===== config.mk =====
export PLATFORM = sky130hd
export DESIGN_NAME = instr_encoder
export DESIGN_NICKNAME = d
export VERILOG_FILES = /design/src/rtl/rapid_pkg.sv /design/src/rtl/encoder_fifo.sv /design/src/rtl/instr_encoder.sv
export SDC_FILE = /design/constraint.sdc
export NUM_CORES = 1
export LEC_CHECK = 0
export BUFFER_PORTS_ARGS = -buffer_cell sky130_fd_sc_hd__buf_2
export CORE_ASPECT_RATIO = 0.9
export CORE_MARGIN = 2
export CORE_UTILIZATION = 60
export CTS_CLUSTER_DIAMETER = 80
export DETAILED_ROUTE_END_ITERATION = 8
export HOLD_SLACK_MARGIN = 0.06
export PLACE_DENSITY = 0.89
export SLEW_MARGIN = 20
export SYNTH_ARGS = -nofsm -noshare
export SYNTH_HDL_FRONTEND = slang
export SYNTH_SLANG_ARGS = --single-unit

===== constraint.sdc =====
create_clock -name i_clk -period 9.1 [get_ports i_clk]
set_input_delay 0 -clock i_clk [delete_from_list [all_inputs] [get_ports i_clk]]
set_output_delay 0 -clock i_clk [all_outputs]
set_load 0.02 [all_outputs]

===== src/rtl/rapid_pkg.sv =====
// Shared RV32I definitions: instruction classes and major opcodes used by the
// encoder and decoder-side logic.
package rapid_pkg;

   localparam int unsigned XLEN = 32;

   typedef enum logic [3:0] {
      ClsLui    = 4'd0,
      ClsAuipc  = 4'd1,
      ClsJal    = 4'd2,
      ClsJalr   = 4'd3,
      ClsBranch = 4'd4,
      ClsLoad   = 4'd5,
      ClsStore  = 4'd6,
      ClsOpImm  = 4'd7,
      ClsOp     = 4'd8
   } instr_class_e;

   localparam logic [6:0] OpcLui    = 7'b0110111;
   localparam logic [6:0] OpcAuipc  = 7'b0010111;
   localparam logic [6:0] OpcJal    = 7'b1101111;
   localparam logic [6:0] OpcJalr   = 7'b1100111;
   localparam logic [6:0] OpcBranch = 7'b1100011;
   localparam logic [6:0] OpcLoad   = 7'b0000011;
   localparam logic [6:0] OpcStore  = 7'b0100011;
   localparam logic [6:0] OpcOpImm  = 7'b0010011;
   localparam logic [6:0] OpcOp     = 7'b0110011;

endpackage


===== src/rtl/encoder_fifo.sv =====
// Synchronous FIFO buffering encoded instruction words; head word is shown
// combinationally on o_data while o_valid is high.
module encoder_fifo #(
   parameter int unsigned Depth = 4,
   parameter int unsigned Width = 32,
   localparam int unsigned CntW = $clog2(Depth + 1),
   localparam int unsigned PtrW = (Depth > 1) ? $clog2(Depth) : 1
) (
   input  logic             i_clk,
   input  logic             i_rst,
   input  logic             i_push,
   input  logic [Width-1:0] i_data,
   input  logic             i_pop,
   output logic [Width-1:0] o_data,
   output logic             o_valid,
   output logic [CntW-1:0]  o_count
);

   logic [Width-1:0] mem_q [Depth];
   logic [PtrW-1:0]  wr_ptr_q, wr_ptr_d;
   logic [PtrW-1:0]  rd_ptr_q, rd_ptr_d;
   logic [CntW-1:0]  count_q, count_d;
   logic             do_push, do_pop;

   function automatic logic [PtrW-1:0] ptr_inc(input logic [PtrW-1:0] p);
      return (p == PtrW'(Depth - 1)) ? '0 : p + PtrW'(1);
   endfunction

   assign do_push = i_push && (count_q != CntW'(Depth));
   assign do_pop  = i_pop && (count_q != '0);

   always_comb begin
      wr_ptr_d = do_push ? ptr_inc(wr_ptr_q) : wr_ptr_q;
      rd_ptr_d = do_pop ? ptr_inc(rd_ptr_q) : rd_ptr_q;
      count_d  = count_q;
      case ({do_push, do_pop})
         2'b10:   count_d = count_q + CntW'(1);
         2'b01:   count_d = count_q - CntW'(1);
         default: count_d = count_q;
      endcase
   end

   always_ff @(posedge i_clk) begin
      if (i_rst) begin
         wr_ptr_q <= '0;
         rd_ptr_q <= '0;
         count_q  <= '0;
         for (int unsigned i = 0; i < Depth; i++) begin
            mem_q[i] <= '0;
         end
      end else begin
         wr_ptr_q <= wr_ptr_d;
         rd_ptr_q <= rd_ptr_d;
         count_q  <= count_d;
         if (do_push) begin
            mem_q[wr_ptr_q] <= i_data;
         end
      end
   end

   assign o_data  = mem_q[rd_ptr_q];
   assign o_valid = (count_q != '0);
   assign o_count = count_q;

endmodule


===== src/rtl/instr_encoder.sv =====
// RV32I instruction encoder: request register, encode/range-check stage and an
// output FIFO with valid/ready flow control on both sides.
module instr_encoder
   import rapid_pkg::*;
#(
   parameter int unsigned FIFO_DEPTH = 4,
   localparam int unsigned CntW = $clog2(FIFO_DEPTH + 1)
) (
   input  logic                   i_clk,
   input  logic                   i_rst,
   input  logic                   i_req_valid,
   output logic                   o_req_ready,
   input  instr_class_e           i_class,
   input  logic [4:0]             i_rd,
   input  logic [4:0]             i_rs1,
   input  logic [4:0]             i_rs2,
   input  logic [2:0]             i_funct3,
   input  logic                   i_iop,
   input  logic signed [XLEN-1:0] i_imm,
   output logic                   o_instr_valid,
   input  logic                   i_instr_ready,
   output logic [XLEN-1:0]        o_instr,
   output logic                   o_err,
   output logic [CntW-1:0]        o_count
);

   logic                   accept;
   logic                   s1_valid_q, s1_valid_d;
   instr_class_e           s1_class_q, s1_class_d;
   logic [4:0]             s1_rd_q, s1_rd_d;
   logic [4:0]             s1_rs1_q, s1_rs1_d;
   logic [4:0]             s1_rs2_q, s1_rs2_d;
   logic [2:0]             s1_funct3_q, s1_funct3_d;
   logic                   s1_iop_q, s1_iop_d;
   logic signed [XLEN-1:0] s1_imm_q, s1_imm_d;

   logic [XLEN-1:0] enc_word;
   logic            reject;
   logic            fits_i, fits_b, fits_j, is_shift;
   logic            push, pop;
   logic [XLEN-1:0] fifo_data;
   logic            fifo_valid;
   logic [CntW-1:0] fifo_count;
   logic [CntW:0]   occupancy;

   assign accept = i_req_valid && o_req_ready;

   always_comb begin
      s1_valid_d  = accept;
      s1_class_d  = s1_class_q;
      s1_rd_d     = s1_rd_q;
      s1_rs1_d    = s1_rs1_q;
      s1_rs2_d    = s1_rs2_q;
      s1_funct3_d = s1_funct3_q;
      s1_iop_d    = s1_iop_q;
      s1_imm_d    = s1_imm_q;
      if (accept) begin
         s1_class_d  = i_class;
         s1_rd_d     = i_rd;
         s1_rs1_d    = i_rs1;
         s1_rs2_d    = i_rs2;
         s1_funct3_d = i_funct3;
         s1_iop_d    = i_iop;
         s1_imm_d    = i_imm;
      end
   end

   always_ff @(posedge i_clk) begin
      if (i_rst) begin
         s1_valid_q  <= 1'b0;
         s1_class_q  <= ClsLui;
         s1_rd_q     <= '0;
         s1_rs1_q    <= '0;
         s1_rs2_q    <= '0;
         s1_funct3_q <= '0;
         s1_iop_q    <= 1'b0;
         s1_imm_q    <= '0;
      end else begin
         s1_valid_q  <= s1_valid_d;
         s1_class_q  <= s1_class_d;
         s1_rd_q     <= s1_rd_d;
         s1_rs1_q    <= s1_rs1_d;
         s1_rs2_q    <= s1_rs2_d;
         s1_funct3_q <= s1_funct3_d;
         s1_iop_q    <= s1_iop_d;
         s1_imm_q    <= s1_imm_d;
      end
   end

   // B and J offsets are in units of 2 bytes, so odd offsets are unencodable.
   assign fits_i   = (s1_imm_q >= -2048) && (s1_imm_q <= 2047);
   assign fits_b   = (s1_imm_q >= -4096) && (s1_imm_q <= 4094) && !s1_imm_q[0];
   assign fits_j   = (s1_imm_q >= -1048576) && (s1_imm_q <= 1048574) && !s1_imm_q[0];
   assign is_shift = (s1_funct3_q == 3'b001) || (s1_funct3_q == 3'b101);

   always_comb begin
      enc_word = '0;
      reject   = 1'b0;
      case (s1_class_q)
         ClsLui, ClsAuipc: begin
            reject   = (s1_imm_q[11:0] != 12'd0);
            enc_word = {s1_imm_q[31:12], s1_rd_q,
                        (s1_class_q == ClsLui) ? OpcLui : OpcAuipc};
         end
         ClsJal: begin
            reject   = !fits_j;
            enc_word = {s1_imm_q[20], s1_imm_q[10:1], s1_imm_q[11], s1_imm_q[19:12],
                        s1_rd_q, OpcJal};
         end
         ClsJalr, ClsLoad: begin
            reject   = !fits_i;
            enc_word = {s1_imm_q[11:0], s1_rs1_q, s1_funct3_q, s1_rd_q,
                        (s1_class_q == ClsJalr) ? OpcJalr : OpcLoad};
         end
         ClsOpImm: begin
            if (is_shift) begin
               // Shift amount lives in imm[4:0]; bit 30 selects arithmetic right shift.
               reject   = !fits_i || (s1_imm_q[11:5] != 7'd0);
               enc_word = {1'b0, s1_iop_q & (s1_funct3_q == 3'b101), 5'd0, s1_imm_q[4:0],
                           s1_rs1_q, s1_funct3_q, s1_rd_q, OpcOpImm};
            end else begin
               reject   = !fits_i;
               enc_word = {s1_imm_q[11:0], s1_rs1_q, s1_funct3_q, s1_rd_q, OpcOpImm};
            end
         end
         ClsStore: begin
            reject   = !fits_i;
            enc_word = {s1_imm_q[11:5], s1_rs2_q, s1_rs1_q, s1_funct3_q, s1_imm_q[4:0],
                        OpcStore};
         end
         ClsBranch: begin
            reject   = !fits_b;
            enc_word = {s1_imm_q[12], s1_imm_q[10:5], s1_rs2_q, s1_rs1_q, s1_funct3_q,
                        s1_imm_q[4:1], s1_imm_q[11], OpcBranch};
         end
         ClsOp: begin
            reject   = s1_iop_q && (s1_funct3_q != 3'b000) && (s1_funct3_q != 3'b101);
            enc_word = {1'b0, s1_iop_q, 5'd0, s1_rs2_q, s1_rs1_q, s1_funct3_q, s1_rd_q,
                        OpcOp};
         end
         default: reject = 1'b1;
      endcase
   end

   assign push = s1_valid_q && !reject;
   assign pop  = fifo_valid && i_instr_ready && !i_rst;

   encoder_fifo #(
      .Depth (FIFO_DEPTH),
      .Width (XLEN)
   ) u_fifo (
      .i_clk   (i_clk),
      .i_rst   (i_rst),
      .i_push  (push),
      .i_data  (enc_word),
      .i_pop   (pop),
      .o_data  (fifo_data),
      .o_valid (fifo_valid),
      .o_count (fifo_count)
   );

   // Reserve a slot for the word still in stage 1 so the FIFO can never overflow.
   assign occupancy     = {1'b0, fifo_count} + {{CntW{1'b0}}, s1_valid_q};
   assign o_req_ready   = !i_rst && (occupancy < (CntW + 1)'(FIFO_DEPTH));
   assign o_err         = !i_rst && s1_valid_q && reject;
   assign o_instr_valid = !i_rst && fifo_valid;
   assign o_instr       = i_rst ? '0 : fifo_data;
   assign o_count       = i_rst ? '0 : fifo_count;

endmodule


=== Word-level counts from Yosys, hierarchy flattened ===
Memory sizes are Yosys's and may differ from the RTL's. A register that Yosys moved wholly into a read port is not among the register bits.
Index checks and enable logic that the tools add are counted.

* Order comparisons: 7
* Bitwise operators: 1
* Add/subtract/negate cells: 5
* Eq/ne operators: 16
* Muxes and demuxes: 21
* Reductions and logical operators: 35

{| class="wikitable"
|+ Operators with widths
! operator !! count
|-
| 32-bit one-hot mux with 7 select lines || 1
|-
| 32-bit two-way mux || 3
|-
| 32-bit by 12-bit greater-or-equal comparator with 1-bit output (second input constant) || 1
|-
| 32-bit by 13-bit greater-or-equal comparator with 1-bit output (second input constant) || 1
|-
| 32-bit by 21-bit greater-or-equal comparator with 1-bit output (second input constant) || 1
|-
| 32-bit by 12-bit <= comparator with 1-bit output (second input constant) || 1
|-
| 32-bit by 13-bit <= comparator with 1-bit output (second input constant) || 1
|-
| 32-bit by 21-bit <= comparator with 1-bit output (second input constant) || 1
|-
| 32-bit OR reduction || 1
|-
| 1-bit logical AND || 17
|-
| 4-bit by 3-bit equality test with 1-bit output (second input constant) || 4
|-
| 12-bit nonzero test || 1
|-
| 2-bit two-way mux || 5
|-
| 4-bit by 2-bit equality test with 1-bit output (second input constant) || 2
|-
| 1-bit two-way mux || 7
|-
| 7-bit two-way mux || 1
|-
| 7-bit nonzero test || 1
|-
| 2-bit equality test (second input constant) || 3
|-
| 1-bit zero test || 6
|-
| 6-bit two-way mux || 1
|-
| 3-bit inequality test (second input constant) || 2
|-
| 1-bit one-hot mux with 6 select lines || 1
|-
| 3-bit one-hot mux with 2 select lines || 1
|-
| 3-bit nonzero test || 2
|-
| 17 further kinds || 20
|}

* RAM bits: 128
* Output and inout port bits: 38
* Flip-flop bits (word level): 63
* Logic and storage cells: 97
* Input bits: 59
* Memories kept: 1

{| class="wikitable"
|+ Memory list
! name !! words !! width !! rd ports !! clocked after Yosys merged registers in !! write ports !! RTL line !! RTL
|-
| u_fifo.mem_q || 4 || 32 || 1 || 1 || 4 || encoder_fifo.sv:19 || <nowiki>logic [Width-1:0] mem_q [Depth];</nowiki>
|}

=== Logic depth before layout (Yosys ltp) ===
Gate-level depths: netlist of the first run.

* Depth after elaboration: 14
* Gate-level depth with buffers: 14
* Depth with buffers taken out: 12

=== Hierarchy ===
Synthesis of the first run repeated with hierarchy kept, for this count alone.

* Cell total of the unflattened synthesis: 790
* Area, all modules: 9108.7 sq um

{| class="wikitable"
|+ By module, submodules not included
! module !! times used !! cells an instance !! seq. area each (sq um) !! area each (sq um)
|-
| encoder_fifo || 1 || 360 || 4023.9 || 6042.0
|-
| instr_encoder || 1 || 430 || 1121.1 || 3066.7
|}

=== Least setup slack after synthesis of the first run ===
No wires, ideal clock.

* Kind: flip-flop to flip-flop
* From: register s1_imm_q[31]
* To: memory u_fifo.mem_q[0][0] (enable)
* Period minus slack after synthesis: 4.298 ns
* Data required time: 8.638 ns
* Cell stages (with the launch flop): 7
* Arrival time: 3.835 ns
* Setup slack: 4.802 ns
* Cell sequence: dfxtp_1 > nor4_1 > nand3_1 > or4_4 > o21ai_4 > nand2_1 > o21ai_0

{| class="wikitable"
|+ RTL lines
! what !! RTL line !! RTL
|-
| start, declared || instr_encoder.sv:35 || <nowiki>logic signed [XLEN-1:0] s1_imm_q, s1_imm_d;</nowiki>
|-
| start signal, assigned || instr_encoder.sv:86 || <nowiki>s1_imm_q <= s1_imm_d;</nowiki>
|-
| end, declared || encoder_fifo.sv:19 ||
|}

=== Final worst setup path of the first run ===
* From: register s1_class_q[2]
* To: register u_fifo.count_q[2] (netlist: u_fifo.o_count[2])

* Longest elaborated chain between the ends: 8
* Elaborated cells on any way between the ends: 19
* Those cells by class: eq/ne (10); mux (2); reduce/logical (7)

{| class="wikitable"
|+ Ends and longest elaborated chain
! what !! RTL line !! RTL
|-
| start, declared || instr_encoder.sv:29 || <nowiki>instr_class_e s1_class_q, s1_class_d;</nowiki>
|-
| start signal, assigned || instr_encoder.sv:71 || <nowiki>s1_class_q <= ClsLui;</nowiki>
|-
| start signal, assigned || instr_encoder.sv:80 || <nowiki>s1_class_q <= s1_class_d;</nowiki>
|-
| 4-bit by 2-bit equality test with 1-bit output (tied with other cells) || instr_encoder.sv:99 || <nowiki>case (s1_class_q)</nowiki>
|-
| 3-bit OR reduction (no line) / 2-bit OR reduction (equally long branches) || - ||
|-
| 1-bit one-hot mux with 6 select lines * || instr_encoder.sv:99 ||
|-
| 1-bit zero test * || instr_encoder.sv:145 || <nowiki>assign push = s1_valid_q && !reject;</nowiki>
|-
| 1-bit logical AND * || instr_encoder.sv:145 ||
|-
| 1-bit logical AND * || encoder_fifo.sv:29 || <nowiki>assign do_push = i_push && (count_q != CntW'(Depth));</nowiki>
|-
| 2-bit by 1-bit equality test with 1-bit output / 2-bit equality test (equally long branches) || encoder_fifo.sv:36 || <nowiki>case ({do_push, do_pop})</nowiki>
|-
| 3-bit one-hot mux with 2 select lines / 2-bit nonzero test (equally long branches) || - ||
|-
| end signal, assigned || encoder_fifo.sv:54 || <nowiki>count_q <= count_d;</nowiki>
|-
| end, declared || encoder_fifo.sv:22 || <nowiki>logic [CntW-1:0] count_q, count_d;</nowiki>
|}

Mark *: on every way between the ends. The rest lies on a longest branch, timed or not.
A chain may end at the register's enable or synchronous reset.

==> results of run 1 <==
[kinds of logic after synthesis]
logic type / after synthesis / share of synthesized area, %
simple gates: 371 / 19.3
compound gates: 130 / 9.22
buf+inv: 64 / 2.94
xor+xnor: 3 / 0.309
flops: 189 / 59.1
fa+ha+maj: 4 / 0.677
mux: 33 / 8.46
[cell usage after synthesis (8+ instances only)]
cell type / count / area (um2)
nor2_1: 149 / 559
nand2_1: 132 / 495
edfxtp_1: 124 / 3720
a21oi_1: 83 / 415
dfxtp_1: 65 / 1300
clkbuf_1: 39 / 146
and2_1: 32 / 200
mux4_2: 31 / 698
a22oi_1: 18 / 135
nor3_1: 14 / 70.1
inv_1: 13 / 48.8
nor4_1: 8 / 50.1
[power breakdown]
| part | internal, W | total, W | leakage [nW] | switching, W |
|---|---|---|---|---|
| Combinational | 0.0000912 | 0.000214 | 1.62 | 0.000123 |
| Sequential | 0.000951 | 0.000985 | 1.81 | 0.0000336 |
| Clock | 0.000372 | 0.000680 | 0.251 | 0.000308 |
[area by class of cell]
type	count	area, um2	share of cell area (%)
flip-flops and latches	189	5030	49.4
multi-input cells	541	3240	31.8
repair buffers	159	1090	10.7
clock buffers	19	433	4.25
well taps	193	241	2.37
clock inverters	13	100	0.983
inverters	13	48.8	0.479
[registers in the layout (all words and copies together) (netlist names), named ones only]
signal / flops
u_fifo.o_count: 3
s1_rs1_q: 5
s1_iop_q: 1
s1_valid_q: 1
s1_imm_q: 32
u_fifo.rd_ptr_q: 2
s1_class_q: 4
s1_rd_q: 5
u_fifo.wr_ptr_q: 2
u_fifo.mem_q: 124
s1_funct3_q: 3
s1_rs2_q: 5
[metrics by stage]
step / setup slack (ns) / cell area (um2)
after CTS: 5.29 / 10200
after floorplan: 4.80 / 8500
after global routing: 5.01 / 10200
final: 5.23 / 10200
after detailed placement: 5.41 / 9080
after global placement: 5.54 / 9080
[path summary, 6_finish.rpt]
kind	start	to	slack, ns	cells past startpoint
worst min register to register	s1_rs2_q[0]	s1_rs2_q[0]	0.46	2
worst min-delay path	i_rst	u_fifo.o_count[0]	0.20	3
worst max register to register	s1_class_q[2]	u_fifo.o_count[2]	5.23	11
worst max-delay path	s1_class_q[2]	u_fifo.o_count[2]	5.23	11
[worst max-delay path, stage by stage, from the launching register on]
cell and delay, ns:
dfxtp_1 0.57, nor3_1 0.92, a221o_1 0.31, a21o_1 0.46, nor3b_4 0.12, inv_1 0.09
ha_1 0.19, inv_1 0.06, fa_1 0.40, xor2_1 0.18, or3_1 0.33, a21oi_1 0.16
[metal layers]
metal  track usage [%]  wire, um  vias up
met2              47.8     10300      333
met3              8.45      1930       48
li1                  -         -     3071
met1              36.9      8160     3111
met5                 0         0        -
met4              11.2       527        0
==> flow_summary.json, run 1 <==
{
  "status": "complete, no violations",
  "vias": 6563,
  "max_freq_mhz": 258,
  "port_buffers": 96,
  "drive_above_1_share_pct": 18.5,
  "leakage_nw": 3.69,
  "powerDensity_nw_per_um2": 185,
  "clk_latency_ns": 0.43,
  "drcViolationCount": 0,
  "irDropWorstVdd_uv": 181,
  "drt_iter0_drc": 732,
  "drv_cap": 0,
  "finalMaxSlewViolations": 0,
  "fin_skew_ns": 0.00726,
  "final_cells": 1127,
  "n_antenna_cell": 0,
  "wl_um": 20900,
  "post_cts_resize_count": 0,
  "first_global_vias": 6408,
  "yosysWarnings": 0,
  "cts_sinks": 189,
  "dieArea_um2": 15100,
  "viasPerCell": 5.82,
  "period_needed_ns": 3.87,
  "synth-seq-cells": 189,
  "syn_nets": 857,
  "coreArea_um2": 14000,
  "antenna_found_initial": 0,
  "startpoint_type": "flop",
  "tns_ns": 0,
  "cp.arrival_ns": 4.23,
  "grt_usage_pct": 29.0,
  "hold_class": "in -> reg",
  "synthArstFlopShare_pct": 0,
  "drtAntennaViolNets": 0,
  "place.gp.congestion": 0.900,
  "cts_buffers": 17,
  "slew_headroom_pct": 24.8,
  "total_power_w": 0.00188,
  "finalCritPeriodShare_pct": 42.6,
  "worst_ep_required_time_ns": 9.46,
  "synth_edf_count": 124,
  "firstDrtPassIters": 6,
  "layout_common_cells": "nor2_1, nand2_1, edfxtp_1, buf_2, a21oi_1",
  "initial_core_util_pct": 60.9,
  "grt_pass1_wl_um": 32800,
  "hold_buffers": 56,
  "path_clk_slew_ns": 0.07,
  "yosysUniqueCellTypes": 52,
  "syn_to_final_growth_pct": 19.8,
  "crit_type": "reg -> reg",
  "synth_seq_area_share_pct": 59.1,
  "cts_root_buffer": "clkbuf_16",
  "cts_htree_levels": 4,
  "grt_overflow": 0,
  "synthFlopType": "edfxtp_1",
  "hpwl_um": 12500,
  "post_cts_buffers": 0,
  "synth_cells": 794,
  "rsz0062_at_grt": "no",
  "place_inst": 1039,
  "nets": 984,
  "syn_area_per_cell_um2": 10.7,
  "die_y_um": 117,
  "setup_viol_count_final": 0,
  "cts_tree": "yes",
  "synth_area_um2": 8500,
  "cts_max_path_buffers": 2,
  "dieWidth_um": 129,
  "ios": 97,
  "final_common_cell": "nor2_1",
  "n_fill_cell": 954,
  "finalHoldViolCount": 0,
  "wire_per_inst_um": 18.6,
  "grt_max_degree": 71,
  "fin_hold_ws_ns": 0.205,
  "worstPathMaxFanout": 27,
  "endpoint_kind": "flop",
  "num_rows": 41,
  "worstMarginPinSlew_ns": 1.12,
  "finalCoreUtilization_pct": 73.0
}
Note: power is estimated with default switching activity, not from simulation.
==> run 2, diff against run 1 <==
ABC_AREA = 1   (was unset)
CORE_UTILIZATION = 53   (was 60)
PLACE_DENSITY = 0.83   (was 0.89)
clock period = 3.43 ns   (was 9.1 ns; I/O delays follow)
==> run 2 against run 1 <==
Against the previous run:
- global-route usage down 2.3 points
- sequential share of layout area down 2.7 points
- register-to-register slack worse by 4.6 ns
- clock-buffer cell count up 3
- clock power rose to 3.0 times the previous value
- setup slack worse by 4.6 ns
- cell count up 24%
- utilization down 8.8 points
- critical path type unchanged
==> flow_summary.json, run 2 <==
{
  "finalHoldViolCount": 0,
  "worstPathMaxFanout": 11,
  "max_flop_register": "u_fifo.mem_q",
  "hpwl_um": 14500,
  "max_stage_delay_ns": 0.37,
  "syn_area_per_cell_um2": 8.67,
  "drcViolationCount": 0,
  "syn_nets": 1104,
  "cp.arrival_ns": 3.08,
  "finalCoreUtilization_pct": 64.2,
  "antenna_found_initial": 0,
  "fin_hold_ws_ns": 0.150,
  "irDropWorstVdd_uv": 348,
  "num_rows": 45,
  "synthFlopType": "edfxtp_1",
  "place_inst": 1306,
  "drtAntennaViolNets": 0,
  "initial_core_util_pct": 53.8,
  "drv_cap": 0,
  "rsz0062_at_grt": "no",
  "status": "complete, no violations",
  "yosysTopAreaCell": "edfxtp_1",
  "port_buffers": 96,
  "synth_edf_count": 124,
  "powerDensity_nw_per_um2": 489,
  "finalMaxSlewViolations": 0,
  "grt_pass1_wl_um": 37100,
  "cts_sinks": 189,
  "layout_common_cells": "nor2_1, edfxtp_1, o21ai_0, inv_1, a21oi_1",
  "worstMarginPinSlew_ns": 1.09,
  "slew_headroom_pct": 26.9,
  "drive_above_1_share_pct": 15.4,
  "n_antenna_cell": 0,
  "synth-seq-cells": 189,
  "wl_um": 23800,
  "synth.most_common_cell": "nor2_1",
  "synthArstFlopShare_pct": 0,
  "synth_area_um2": 9030,
  "coreArea_um2": 16800,
  "tns_ns": 0,
  "cts_buffers": 17,
  "path_clk_slew_ns": 0.06,
  "synth_common_cells": "nor2_1, edfxtp_1, o21ai_0",
  "synth.top_cell.area_share_pct": 41.2,
  "worst_path_max_delay_cell": "fa_1",
  "cts_htree_levels": 4,
  "grt_overflow": 0,
  "startpoint_type": "flop",
  "hold_class": "in -> reg",
  "synth_seq_area_share_pct": 55.7,
  "vias": 7704,
  "max_freq_mhz": 360,
  "finalCritPeriodShare_pct": 81.1,
  "grt_usage_pct": 26.8,
  "post_cts_buffers": 0,
  "period_needed_ns": 2.78,
  "cts_max_path_buffers": 2,
  "reg.largest.list": "u_fifo.mem_q: 124 flops, s1_imm_q: 32 flops",
  "syn_to_final_growth_pct": 19.3,
  "worstPathCellList": "nor2_1 -> nand2_1 -> inv_1 -> nand2_1 -> nand3b_1 -> a21oi_2 -> nand4_1 -> ha_1 -> inv_1 -> fa_1 -> a21oi_1 -> o21ai_0 -> xor2_1 -> nor2_1",
  "endpoint_kind": "flop",
  "synth_cells": 1041,
  "fin_skew_ns": 0.00979,
  "cts_root_buffer": "clkbuf_16",
  "wire_per_inst_um": 17.1,
  "drt_iter0_drc": 839,
  "clk_latency_ns": 0.43,
  "viasPerCell": 5.53,
  "yosysWarnings": 0,
  "grt_max_degree": 78,
  "worst_ep_required_time_ns": 3.73,
  "leakage_nw": 4.39,
  "largest_reg_flops": 124,
  "synth_area_leaders": "edfxtp_1, dfxtp_1, nor2_1",
  "first_global_vias": 7340,
  "dieWidth_um": 142,
  "ios": 97,
  "final_common_cell": "nor2_1",
  "setup_viol_count_final": 0,
  "dieArea_um2": 18100,
  "cts_tree": "yes",
  "die_y_um": 128,
  "place.gp.congestion": 0.947,
  "final_cells": 1394,
  "yosysUniqueCellTypes": 36,
  "total_power_w": 0.00527,
  "nets": 1233,
  "crit_type": "reg -> reg",
  "firstDrtPassIters": 7
}
==> run 2: worst max-delay path, delay by kind of cell, from the launching register on <==
| family | cells | cell delay, ns |
|---|---|---|
| buf+inv | 2 | 0.28 |
| fa+ha+maj | 2 | 0.55 |
| compound gates | 3 | 0.31 |
| xor+xnor | 1 | 0.16 |
| flops | 1 | 0.33 |
| simple gates | 6 | 1.01 |
==> run 2: path summary, 6_finish.rpt <==
kind / startpoint / to / slack [ns] / cells after the start
worst max-delay path: s1_class_q[3] / u_fifo.o_count[2] / 0.65 / 14
worst min-delay path: i_rst / s1_imm_q[30] / 0.15 / 4
worst max register to register: s1_class_q[3] / u_fifo.o_count[2] / 0.65 / 14
worst min register to register: s1_rs1_q[0] / s1_rs1_q[0] / 0.46 / 2
==> run 2: power breakdown <==
part / total [W] / internal, W / switching, W
Clock: 0.00201 / 0.00119 / 0.000823
Sequential: 0.00259 / 0.00254 / 0.0000539
Combinational: 0.000670 / 0.000224 / 0.000446
Total: 0.00527 / 0.00395 / 0.00132
==> run 2: layout make-up <==
type / instances / area [um2]
fill: 1311 / 6010
sequential: 189 / 5030
multi-input combinational: 683 / 3270
timing repair buffer: 168 / 1190
clock buffer: 22 / 464
inverter: 111 / 417
tap: 211 / 264
clock inverter: 10 / 138
==> run 2: what timing repair did <==
item | 4_1_cts | 5_1_grt
endpoints found under the setup margin | 0 | 0
hold buffers | 56 | 0
hold endpoints to repair | 59 | 0
resized for setup | 0 | 0
==> run 2: cells by family (layout without fill, tap and decap cells) <==
group	after synthesis	in the layout	synth area share, %
AOI/OAI and AO/OA	242	242	14.0
DFF	189	189	55.7
buffers and inverters	169	311	8.09
adders and majority gates	4	4	0.638
and+or+nand+nor	436	436	21.5
xor gates and xnor gates	1	1	0.0970
==> run 2: through the flow <==
| stage | cell area (um2) | setup WS, ns |
|---|---|---|
| 2_1_floorplan | 9030 | 0.758 |
| 3_3_place_gp | 9610 | 0.786 |
| 3_5_place_dp | 9610 | 0.675 |
| 4_1_cts | 10800 | 0.666 |
| 5_1_grt | 10800 | 0.432 |
| 6_report | 10800 | 0.649 |
==> run 2: per-layer routing <==
layer / share of wire [%] / vias up / global-route usage (%)
li1: - / 3714 / -
met1: 41 / 3567 / 34.5
met2: 49 / 384 / 44.7
met3: 8.6 / 39 / 6.57
met4: 1.8 / 0 / 8.71
met5: 0 / - / 0
==> run 3, diff against run 2 <==
CORE_UTILIZATION = 59   (was 53)
PLACE_DENSITY = 0.87   (was 0.83)
clock period = 2.78 ns   (was 3.43 ns; I/O delays follow)
==> run 3 against run 2 <==
Against the previous run:
- combinational power increased by 29%
- clock-buffer cell count decreased by 1
- critical path depth decreased by 2
- first-iteration DRC count increased by 45%
- wire length increased by 2.9%
- sequential share of layout area decreased by 0.23 points
- largest cell class unchanged
- non-clock buffer count increased by 6
- highest routed layer unchanged
- hold slack got worse by 0.043 ns
- clock skew increased by 0.0029 ns
- global-route usage increased by 4.1 points
- utilization increased by 9.0 points
- cell count decreased by 0.43%
==> flow_summary.json, run 3 (synthesized netlist as in run 2, its figures left out) <==
{
  "status": "complete, no violations",
  "worst_path_max_delay_cell": "fa_1",
  "finalHoldViolCount": 0,
  "dieWidth_um": 134,
  "finalCritPeriodShare_pct": 89.7,
  "wire_per_inst_um": 17.7,
  "critPathBufInv": 1,
  "wl_met1_um": 9370,
  "final_common_cell": "nor2_1",
  "crit_family": "compound AO/OA/AOI/OAI gates",
  "slew_headroom_pct": 55.7,
  "dieArea_um2": 16300,
  "max_freq_mhz": 401,
  "endpoint_kind": "flop",
  "first_global_vias": 7498,
  "irDropWorstVdd_uv": 496,
  "wl_um": 24500,
  "reg.largest.list": "u_fifo.mem_q: 124 flops, s1_imm_q: 32 flops",
  "firstDrtPassIters": 7,
  "swShare_pct": 26.4,
  "power.net_switching_w": 0.00171,
  "antenna_found_initial": 1,
  "setup_viol_count_final": 0,
  "pwr-share-comb_pct": 13.3,
  "grt_pass1_wl_um": 38600,
  "clockPowerShare_pct": 37.4,
  "cts_htree_levels": 4,
  "cts_buffers": 17,
  "wl_met2_um": 12000,
  "path_clk_slew_ns": 0.07,
  "ios": 97,
  "cts_root_buffer": "clkbuf_16",
  "n_fill_cell": 1054,
  "leakage_nw": 4.44,
  "drt_iter0_drc": 1219,
  "powerDensity_nw_per_um2": 598,
  "vias": 7881,
  "finalMaxSlewViolations": 0,
  "cts_sinks": 189,
  "worstPathCellList": "nor2_1 -> nand3_1 -> a21oi_1 -> a21oi_2 -> nand4_1 -> ha_1 -> inv_1 -> fa_1 -> a21oi_1 -> o21ai_0 -> xor2_1 -> nor2_1",
  "largest_reg_flops": 124,
  "drtAntennaViolNets": 0,
  "worst_slack_ns": 0.287,
  "nets": 1239,
  "max_stage_delay_ns": 0.38,
  "seqCellArea_um2": 5040,
  "layout_common_cells": "nor2_1, edfxtp_1, o21ai_0, inv_1, a21oi_1",
  "multi_input_area_um2": 3280,
  "num_rows": 42,
  "place_ws_ns": 0.262,
  "max_flop_register": "u_fifo.mem_q",
  "route.met3.wl_um": 2610,
  "cts_tree": "yes",
  "viasPerCell": 5.68,
  "rsz0062_at_grt": "yes",
  "place.gp.congestion": 0.960,
  "drcViolationCount": 0,
  "cp.arrival_ns": 2.80,
  "period_needed_ns": 2.49,
  "grt_overflow": 0,
  "worstMarginPinSlew_ns": 0.665,
  "port_buffers": 96,
  "startpoint_type": "flop",
  "grt_usage_pct": 30.9,
  "hold_class": "in -> reg",
  "cts_max_path_buffers": 2,
  "worstPathMaxFanout": 4,
  "hpwl_um": 14400,
  "grt_max_degree": 63,
  "crit_type": "reg -> reg",
  "seqPwrFrac_pct": 49.3,
  "clk_latency_ns": 0.44,
  "coreArea_um2": 14800,
  "worst_ep_required_time_ns": 3.08,
  "top_layer": "met4",
  "drv_cap": 0,
  "syn_to_final_growth_pct": 20.2,
  "initial_core_util_pct": 60.9,
  "total_power_w": 0.00649,
  "intPower_w": 0.00478,
  "fin_skew_ns": 0.0127,
  "post_cts_buffers": 0,
  "die_y_um": 121,
  "drive_above_1_share_pct": 17.3
}
## run 3: changes by cell type in the layout (fill, tap and decap cells not counted), moves of 2 or more
cell / delta
dfxtp_1: -11
dfxtp_2: +11
buf_12: +3
bufinv_16: -3
clkbuf_1: -3
inv_4: +3
buf_4: +2
clkbuf_16: +2
clkinv_1: -2
nor2_1: -2
nor2_2: +2
## run 3: routing by layer
layer	vias to the layer above	track usage, %
li1	3728	-
met1	3636	41.3
met2	466	51.5
met3	51	5.89
met4	0	9.34
met5	-	0
## run 3: path summary, 6_finish.rpt
| kind | endpoint | start | depth (start not counted) | slack (ns) |
|---|---|---|---|---|
| worst min-delay path | flop | i_rst | 6 | 0.11 |
| worst max-delay path | u_fifo.o_count[2] | s1_class_q[3] | 12 | 0.29 |
| worst min register to register | s1_rs1_q[4] | s1_rs1_q[4] | 2 | 0.46 |
| worst max register to register | u_fifo.o_count[2] | s1_class_q[3] | 12 | 0.29 |
## run 3: final cells by class
type / count / share of cell area [%]
Multi-Input combinational cell: 683 / 30.2
Inverter: 111 / 3.84
Sequential cell: 189 / 46.4
Tap cell: 198 / 2.28
Antenna cell: 1 / 0.0231
Clock inverter: 11 / 0.830
Clock buffer: 21 / 4.64
Timing Repair Buffer: 174 / 11.7
## run 3: worst min-delay path, stage by stage
cell and delay (ns):
buf_2 0.11, a31oi_1 0.06, nand2_1 0.08, inv_1 0.08, nand2_1 0.07, a21oi_1 0.09
## run 3: what timing repair did
action                                  in CTS  in global routing
endpoints found under the hold margin       59                  0
endpoints found under the setup margin       0                 25
resized for setup                            0                 14
hold buffers                                56                  0
## run 3: power by group through the flow
stage | sequential (W) | combinational, W | clock [W]
final | 0.00320 | 0.000861 | 0.00243
after global placement | 0.00325 | 0.000752 | 0
after floorplan | 0.00324 | 0.000519 | 0
after global routing | 0.00321 | 0.000935 | 0.00252
after detailed placement | 0.00326 | 0.000762 | 0
after CTS | 0.00320 | 0.000829 | 0.00241
## run 3: metrics by stage
stage / std cells / hold WS, ns / TNS [ns] / utilization (%) / instance area (um2)
detailed placement: 1299 / 0.268 / 0 / 65.3 / 9670
CTS: 1387 / 0.0864 / 0 / 73.1 / 10800
global route: 1388 / 0.152 / -0.00990 / 73.2 / 10900
floorplan: 1041 / 0.0839 / 0 / - / 9030
global placement: 1299 / 0.259 / 0 / 65.3 / 9670
finish: 1388 / 0.107 / 0 / 73.2 / 10900
